### src/rtl/fifo_reader_m.sv
// fifo_reader_m: drains an N x N matrix from a FIFO one element at a time, tagging each with row/col (FIFO_READER_DIM_CHK_EN adds err + dimension check).
// Latency: element presented 3 cycles after start or after the previous accept; pop is combinational in FETCH.
// Backpressure: presented element held until out_ready; an empty FIFO parks the reader in FETCH.
module fifo_reader_m #(
   parameter int DW   = 8,
   parameter int NMAX = 8
) (
   input  logic                     clk,
   input  logic                     rst,
   input  logic                     start,
   input  logic [3:0]               N,
   input  logic                     fifo_empty,
   input  logic [DW-1:0]            fifo_data,
   input  logic                     out_ready,
   output logic                     pop,
   output logic [DW-1:0]            data_out,
   output logic                     data_valid,
   output logic [$clog2(NMAX)-1:0]  row,
   output logic [$clog2(NMAX)-1:0]  col,
   output logic                     row_last,
   output logic                     mat_last,
   output logic                     busy,
   output logic                     done
`ifdef FIFO_READER_DIM_CHK_EN
   ,
   output logic                     err
`endif
);

   localparam int IW = $clog2(NMAX);

   typedef enum logic [2:0] {
      S_IDLE    = 3'd0,
      S_FETCH   = 3'd1,
      S_WAIT    = 3'd2,
      S_PRESENT = 3'd3,
      S_DONE    = 3'd4
   } state_t;

   state_t     state, state_nxt;
   logic [3:0] n_q;
   logic       start_ok;
   logic       col_end;
   logic       row_end;

`ifdef FIFO_READER_DIM_CHK_EN
   assign start_ok = start && (N != 4'd0) && ({28'd0, N} <= 32'(NMAX));
`else
   assign start_ok = start;
`endif

   assign col_end = (32'(col) + 32'd1 >= 32'(n_q));
   assign row_end = (32'(row) + 32'd1 >= 32'(n_q));

   always_ff @(posedge clk) begin
      if (rst) begin
         state <= S_IDLE;
      end else begin
         state <= state_nxt;
      end
   end

   always_comb begin
      state_nxt = state;
      case (state)
         S_IDLE:    if (start_ok) state_nxt = S_FETCH;
         S_FETCH:   if (!fifo_empty) state_nxt = S_WAIT;
         S_WAIT:    state_nxt = S_PRESENT;
         S_PRESENT: if (out_ready) state_nxt = mat_last ? S_DONE : S_FETCH;
         S_DONE:    state_nxt = S_IDLE;
         default:   state_nxt = S_IDLE;
      endcase
   end

   always_comb begin
      pop        = 1'b0;
      data_valid = 1'b0;
      done       = 1'b0;
      case (state)
         S_FETCH:   pop = !fifo_empty;
         S_PRESENT: data_valid = 1'b1;
         S_DONE:    done = 1'b1;
         default:   ;
      endcase
   end

   assign busy     = (state != S_IDLE);
   assign row_last = data_valid && col_end;
   assign mat_last = row_last && row_end;

   // Datapath: dimension latch, element capture and row/col walk.
   always_ff @(posedge clk) begin
      if (rst) begin
         n_q      <= 4'd0;
         row      <= '0;
         col      <= '0;
         data_out <= '0;
      end else begin
         if (state == S_IDLE && start_ok) begin
            n_q <= N;
            row <= '0;
            col <= '0;
         end
         if (state == S_WAIT) begin
            data_out <= fifo_data;
         end
         if (state == S_PRESENT && out_ready) begin
            if (col_end) begin
               col <= '0;
               row <= row + IW'(1);
            end else begin
               col <= col + IW'(1);
            end
         end
      end
   end

`ifdef FIFO_READER_DIM_CHK_EN
   always_ff @(posedge clk) begin
      if (rst) begin
         err <= 1'b0;
      end else begin
         err <= (state == S_IDLE) && start && !start_ok;
      end
   end
`endif

endmodule

### config.mk
export PLATFORM = sky130hd
export DESIGN_NAME = fifo_reader_m
export DESIGN_NICKNAME = d
export VERILOG_FILES = /design/src/rtl/fifo_reader_m.sv
export SDC_FILE = /design/constraint.sdc
export NUM_CORES = 1
export LEC_CHECK = 0
export CORE_MARGIN = 5
export CORE_UTILIZATION = 49
export CTS_BUF_LIST = sky130_fd_sc_hd__clkbuf_16
export DETAILED_ROUTE_END_ITERATION = 12
export PLACE_DENSITY = 0.83
export SLEW_MARGIN = 15
export SYNTH_ARGS = -nofsm -noshare
export SYNTH_HDL_FRONTEND = slang
export SYNTH_SLANG_ARGS = --single-unit
### constraint.sdc
create_clock -name clk -period 4.02 [get_ports clk]
set_clock_uncertainty 0.2 [all_clocks]
set_input_delay 0.804 -clock clk [delete_from_list [all_inputs] [get_ports clk]]
set_output_delay 0.804 -clock clk [all_outputs]
set_load 0.01 [all_outputs]
==> results.md, run 1 <==
* Clock Sinks at 21
* Clock Latency Late Sink at 250 ps
* Post-Place Worst Slack at 447.7 ps
* 1st-iter DRT viols at 24
* Crit share post-route at 96.03%
* Commonest non-fill, non-tap cell in the layout: clkdlybuf4s50_1
* Critical path startpoint: col[0]
* GR Util met2 at 27.78%
* Sequential area share after synthesis at 34.75%
* Hold/Removal Path Class: reg -> reg
* Num CTS Buffers at 3
* Storage cell area at 420.4 um2
* Routed wire per std cell at 13.93 um
* Total Wirelength at 2772 um
* Final setup fails at 0
* Fillers at 187
* Die Span X at 59.69 um
* WS Path Type: reg -> out
* Maximum VDD drop at 0.3485 mV
* Final worst slack at 159.5 ps
* Hpwl dp at 2103 um
* Routing usage on met3 at 5.832%
* Critical Path RT at 3020 ps
* Nets@finish at 197
* Largest fanout on the critical path at 7
* Total grt overflow at 0
* Multi-input logic area at 744.5 um2
* Core footprint at 2410 um2
* Routability-driven placement congestion ratio at 0.8529
* Layout area overhead at 37.64%
* Met1 Usage GRT at 21.96%
* Worst Tran Pin Value at 814.6 ps
* Slew Limit Headroom at 45.53%
* Worst path arrival time at 2860 ps
* Synth Cell Area at 1210 um2
* Fin util at 69.11%
* Htree depth at 1
* Static Leakage at 0.6557 nW
* Root buffer cell: clkbuf_16
* IO Pins at 37
* First-pass GRT wire length at 4754 um
* 1st-pass router iterations at 4
* Cells after Synth at 135
* RSZ-0062 raised after global routing: no
* Startpoint types: flop
* Initial antenna violation count at 0
* N_diodes at 0
* Number of warning messages in the yosys log at 0
* Fin. Hold Viols at 0
* Share of layout cells above drive strength 1 at 9.467%
* ANT nets after route at 0
* Die Area at 3563 um2
* Post-synthesis sequential element count at 21
* Max-slew violations at 0
* Rows at 18
* Hold_sp: n_q[3]
* Pwr/cell area at 311.9 nW/um2
* Mean Syn Cell Area at 8.962 um2
* Most frequent cells in the layout: 36 x clkdlybuf4s50_1, 21 x dfxtp_1, 15 x nor2_1
* Via/cell ratio at 5.296
* Starting Density at 50.21%
* Setup tns final at 0 ps
* Minimum clock period at 3861 ps
* Total power at 0.5194 mW
* Status: complete, no violations
* Vias in the first global route at 1,080
* MaxCap Viol Count at 0
* Global Route Usage Sum at 17.54%
* Number of port buffers at 36
* CTS clock-pin slew for the worst setup and hold paths at 60 ps
* F_max at 259.0 MHz
* Mapped Nets at 162
* DRC Markers at 0
* Yosys cell types at 36
* Vias at 1,054
* CTS tree: done
* Critical Path Sink Type: output port
* Die H at 59.69 um
* Clock buffer depth at 2
* Layer with the highest usage: met2
* R2R Path Start: col[0]
* Largest net degree at the start of global routing at 24
power breakdown:
part	total [mW]	internal, mW	switching (mW)	leakage, nW
clock network	0.209	0.134	0.0759	0.0409
logic	0.0848	0.0459	0.0388	0.444
registers	0.225	0.216	0.00915	0.170
total	0.519	0.396	0.124	0.656
sequential cells by signal, indices dropped and copies added, names as in the netlist:
name / count
col: 3
data_out: 8
n_q: 4
row: 3
state: 3
path summary, 6_finish.rpt:
| check | to | slack, ps | cells past startpoint |
|---|---|---|---|
| hold reg to reg | n_q[3] | 260 | 2 |
| hold / removal | n_q[3] | 260 | 2 |
| setup / recovery | mat_last | 160 | 9 |
| setup reg to reg | row[0] | 1410 | 8 |
synthesized netlist by cell type:
master     count  share of area [%]
dfxtp_1       21                 35
nor2_1        15                4.7
nand2_1       14                4.3
a21oi_1       10                4.1
ha_1          10                 10
mux2i_1        9                7.4
nand2b_1       5                2.6
buf_2          4                1.7
inv_1          4                1.2
nor3b_1        4                2.5
nor2b_1        3                1.6
nor3_1         3                1.2
o21ai_0        3                1.2
or2_2          3                1.6
a2111oi_0      2                1.4
and3_1         2                1.0
clkbuf_1       2               0.62
nand3b_1       2                1.2
o21a_1         2                1.2
a2111oi_4      1                2.3
a21o_1         1               0.62
and3b_1        1               0.72
and4b_1        1               0.83
buf_4          1               0.62
mux2_4         1                1.2
nand2b_4       1                1.1
nand4b_1       1               0.72
nor3_2         1               0.83
nor4b_1        1               0.72
nor4b_2        1                1.2
o211ai_1       1               0.62
o21ba_2        1               0.83
o221ai_1       1               0.72
o311a_2        1               0.93
or3_1          1               0.52
or4_1          1               0.62
critical path, stage by stage, from the launching register on:
cell,delay [ps]
dfxtp_1,360
ha_1,230
nor2b_1,150
or2_2,280
ha_1,270
o21a_1,160
nor2_1,400
nor3b_2,130
nor2b_1,160
clkdlybuf4s50_1,470
stage by stage:
step	cell area, um2	hold WS [ps]	cells
4_1_cts	1660	258.8	199
2_1_floorplan	1210	236.3	135
6_report	1665	255.1	199
5_1_grt	1665	283.7	199
3_5_place_dp	1580	251.0	195
3_3_place_gp	1580	244.6	195
area by class of cell:
cell class / instances / share of cell area, %
clock inverters: 1 / 0.3005
inverters: 4 / 0.9016
clock buffers: 3 / 4.508
multi-input cells: 103 / 44.70
flip-flops and latches: 21 / 25.24
repair buffers: 37 / 22.09
well taps: 30 / 2.254
cells by family (layout without fill, tap and decap cells):
logic type      count (synthesis)  in the layout  share of synthesized area, %
flops                          21             21                         34.75
simple gates                   60             60                         28.02
compound gates                 23             23                         14.06
mux                            10             10                         8.687
fa+ha+maj                      10             10                         10.34
buf+inv                        11             45                         4.137
metal layers:
metal | share of wire (%) | vias to the layer above
li1 | - | 543
met2 | 46 | 31
met5 | 0 | -
met4 | 1.6 | 0
met1 | 44 | 474
met3 | 7.6 | 6
repair_timing:
item | in CTS | in global routing
setup endpoints to repair | 0 | 1
gates resized for setup | 0 | 1
setup buffers | 0 | 0
hold buffers | 0 | 0
(Power assumes the default switching activity.)
==> run 2: changes to the inputs <==
--- a/config.mk
+++ b/config.mk
@@ -5,7 +5,6 @@
 export SDC_FILE = /design/constraint.sdc
 export NUM_CORES = 1
 export LEC_CHECK = 0
-export CORE_MARGIN = 5
 export CORE_UTILIZATION = 49
 export CTS_BUF_LIST = sky130_fd_sc_hd__clkbuf_16
 export DETAILED_ROUTE_END_ITERATION = 12
==> run 2 against run 1 <==
Wire length fell by 1.7%. Maximum frequency fell by 2.1%. Largest power group unchanged. Cell area fell by 0.30%. Largest cell class unchanged. Critical path type unchanged. Non-clock buffer count did not move. Sequential power barely moved.
==> results.md, run 2 (synthesized netlist as in run 1, its figures left out) <==
* Status: complete, no violations (unchanged)
* Nets@finish at 197 (unchanged)
* Fin. Hold Viols at 0 (unchanged)
* Part of the power in the clock network at 40.7% (was 40.3%)
* IO Pins at 37 (unchanged)
* Initial antenna violation count at 0 (unchanged)
* Largest regs: data_out (8), n_q (4) (unchanged)
* Reg2Reg Depth at 8 (unchanged)
* Setup tns final at 0 ps (unchanged)
* Via/cell ratio at 5.558 (was 5.296)
* Largest net degree at the start of global routing at 24 (unchanged)
* Global Route Usage Sum at 23.99% (was 17.54%)
* CTS tree: done (unchanged)
* Final worst slack at 75.73 ps (was 159.5 ps)
* Maximum VDD drop at 0.3747 mV (was 0.3485 mV)
* Routability-driven placement congestion ratio at 0.9003 (was 0.8529)
* Hold/Removal Path Class: reg -> reg (unchanged)
* Switching Share at 24.28% (was 23.85%)
* F_max at 253.5 MHz (was 259.0 MHz)
* N_diodes at 0 (unchanged)
* Worst Tran Pin Value at 779.6 ps (was 814.6 ps)
* First-pass GRT wire length at 4609 um (was 4754 um)
* Number of port buffers at 36 (unchanged)
* Worst path top cell family by delay: simple AND/OR/NAND/NOR gates (unchanged)
* Worst Hold Depth at 2 (unchanged)
* Stages on worst setup path at 9 (unchanged)
* Buffer and inverter count on the worst path at 1 (unchanged)
* CP max-delay cell: clkdlybuf4s50_1 (unchanged)
* Largest fanout on the critical path at 7 (unchanged)
* Root buffer cell: clkbuf_16 (unchanged)
* Static Leakage at 0.6522 nW (was 0.6557 nW)
* Die Area at 2672 um2 (was 3563 um2)
* Gate power share at 16.1% (was 16.3%)
* Minimum clock period at 3944 ps (was 3861 ps)
* Critical Path Sink Type: output port (unchanged)
* Clock Sinks at 21 (unchanged)
* Vias at 1,095 (was 1,054)
* Htree depth at 1 (unchanged)
* Sequential share of power at 43.1% (was 43.4%)
* Max-slew violations at 0 (unchanged)
* Routed wire per std cell at 13.83 um (was 13.93 um)
* Rows at 17 (was 18)
* Critical Path RT at 3020 ps (about the same)
* Sw power at 0.1270 mW (was 0.1239 mW)
* Total Wirelength at 2725 um (was 2772 um)
* Most frequent cells in the layout: 36 x clkdlybuf4s50_1, 21 x dfxtp_1, 14 x nand2_1, 14 x nor2_1 (was 36 x clkdlybuf4s50_1, 21 x dfxtp_1, 15 x nor2_1)
* DRC Markers at 0 (unchanged)
* Die H at 51.69 um (was 59.69 um)
* Num CTS Buffers at 3 (unchanged)
* Layout area overhead at 37.23% (was 37.64%)
* CTS clock-pin slew for the worst setup and hold paths at 60 ps (about the same)
* 1st-iter DRT viols at 13 (was 24)
* Cell internal pwr at 0.3960 mW (was 0.3955 mW)
* Total grt overflow at 0 (unchanged)
* Worst path arrival time at 2940 ps (was 2860 ps)
* Hpwl dp at 1970 um (was 2103 um)
* Clock Latency Late Sink at 260 ps (was 250 ps)
* Flip-flop count of the largest register after layout at 8 (unchanged)
* Pwr/cell area at 315.0 nW/um2 (was 311.9 nW/um2)
* WS Path Type: reg -> out (unchanged)
* Slew Limit Headroom at 47.86% (was 45.53%)
* Die Span X at 51.69 um (was 59.69 um)
* Core footprint at 2276 um2 (was 2410 um2)
* 1st-pass router iterations at 4 (unchanged)
* Slowest stage delay, CP at 570 ps (was 470 ps)
* Number of hold buffers added after cts at 0 (unchanged)
* Commonest non-fill, non-tap cell in the layout: clkdlybuf4s50_1 (unchanged)
* Clock buffer depth at 2 (unchanged)
* Post-Place Worst Slack at 425.4 ps (was 447.7 ps)
* Final setup fails at 0 (unchanged)
* Fin util at 72.95% (was 69.11%)
* ANT nets after route at 0 (unchanged)
* Crit-path cells: ha_1, nor2b_1, or2_2, ha_1, o21a_1, nor2_2, nor3b_1, nor2b_1, clkdlybuf4s50_1 (was ha_1, nor2b_1, or2_2, ha_1, o21a_1, nor2_1, nor3b_2, nor2b_1, clkdlybuf4s50_1)
* Crit share post-route at 98.12% (was 96.03%)
* Share of layout cells above drive strength 1 at 9.467% (unchanged)
* RSZ-0062 raised after global routing: no (unchanged)
* Starting Density at 53.16% (was 50.21%)
* Vias in the first global route at 1,076 (was 1,080)
* Most flops, register: data_out (unchanged)
* MaxCap Viol Count at 0 (unchanged)
* Startpoint types: flop (unchanged)
run 2: layer usage:
metal	vias to the layer above	share of wire, %	GRT usage (%)
met4	0	2.2	13.96
met2	44	50	42.64
met5	-	0	0
met3	5	7.8	6.140
li1	546	-	-
met1	500	40	25.27
run 2: worst min-delay path: stages (launching register included):
cell,delay [ps]
dfxtp_1,300
nand2_1,50
a21oi_1,50
run 2: power groups by stage:
stage / clock network (mW) / registers, mW / logic (mW)
6_report: 0.213 / 0.226 / 0.0844
5_1_grt: 0.225 / 0.227 / 0.0921
4_1_cts: 0.220 / 0.226 / 0.0842
3_5_place_dp: 0 / 0.230 / 0.0831
3_3_place_gp: 0 / 0.229 / 0.0813
2_1_floorplan: 0 / 0.227 / 0.0500
run 2: final cells by class:
type | instances | area (um2)
Clock buffer | 3 | 75.07
Clock inverter | 1 | 5.005
Fill cell | 170 | 615.6
Inverter | 4 | 15.01
Multi-Input combinational cell | 103 | 742.0
Sequential cell | 21 | 420.4
Tap cell | 28 | 35.03
Timing Repair Buffer | 37 | 367.9
run 2: stage by stage:
step	cells	hold WS, ps	area (um2)	power [mW]
after floorplan	135	236.3	1210	0.2765
after detailed placement	193	249.1	1578	0.3126
after CTS	197	257.2	1658	0.5295
final	197	254.0	1660	0.5230
after global placement	193	244.7	1578	0.3104
after global routing	197	274.1	1660	0.5443
run 2: final timing paths:
path | from | end | slack [ps]
min | n_q[3] | n_q[3] | 250
max reg2reg | col[0] | state[2] | 1540
max | col[0] | mat_last | 80
min reg2reg | n_q[3] | n_q[3] | 250
run 2: what timing repair did:
action	CTS	global route
resized for setup	0	1
endpoints found under the setup margin	0	1
buffers inserted	0	0
==> run 3: changes to the inputs <==
--- a/config.mk
+++ b/config.mk
@@ -9,6 +9,7 @@
 export CTS_BUF_LIST = sky130_fd_sc_hd__clkbuf_16
 export DETAILED_ROUTE_END_ITERATION = 12
 export PLACE_DENSITY = 0.83
+export SKIP_CTS_REPAIR_TIMING = 1
 export SLEW_MARGIN = 15
 export SYNTH_ARGS = -nofsm -noshare
 export SYNTH_HDL_FRONTEND = slang
==> results of run 3 <==
Same layout as run 2: the final DEF is identical, and so are final timing and power.
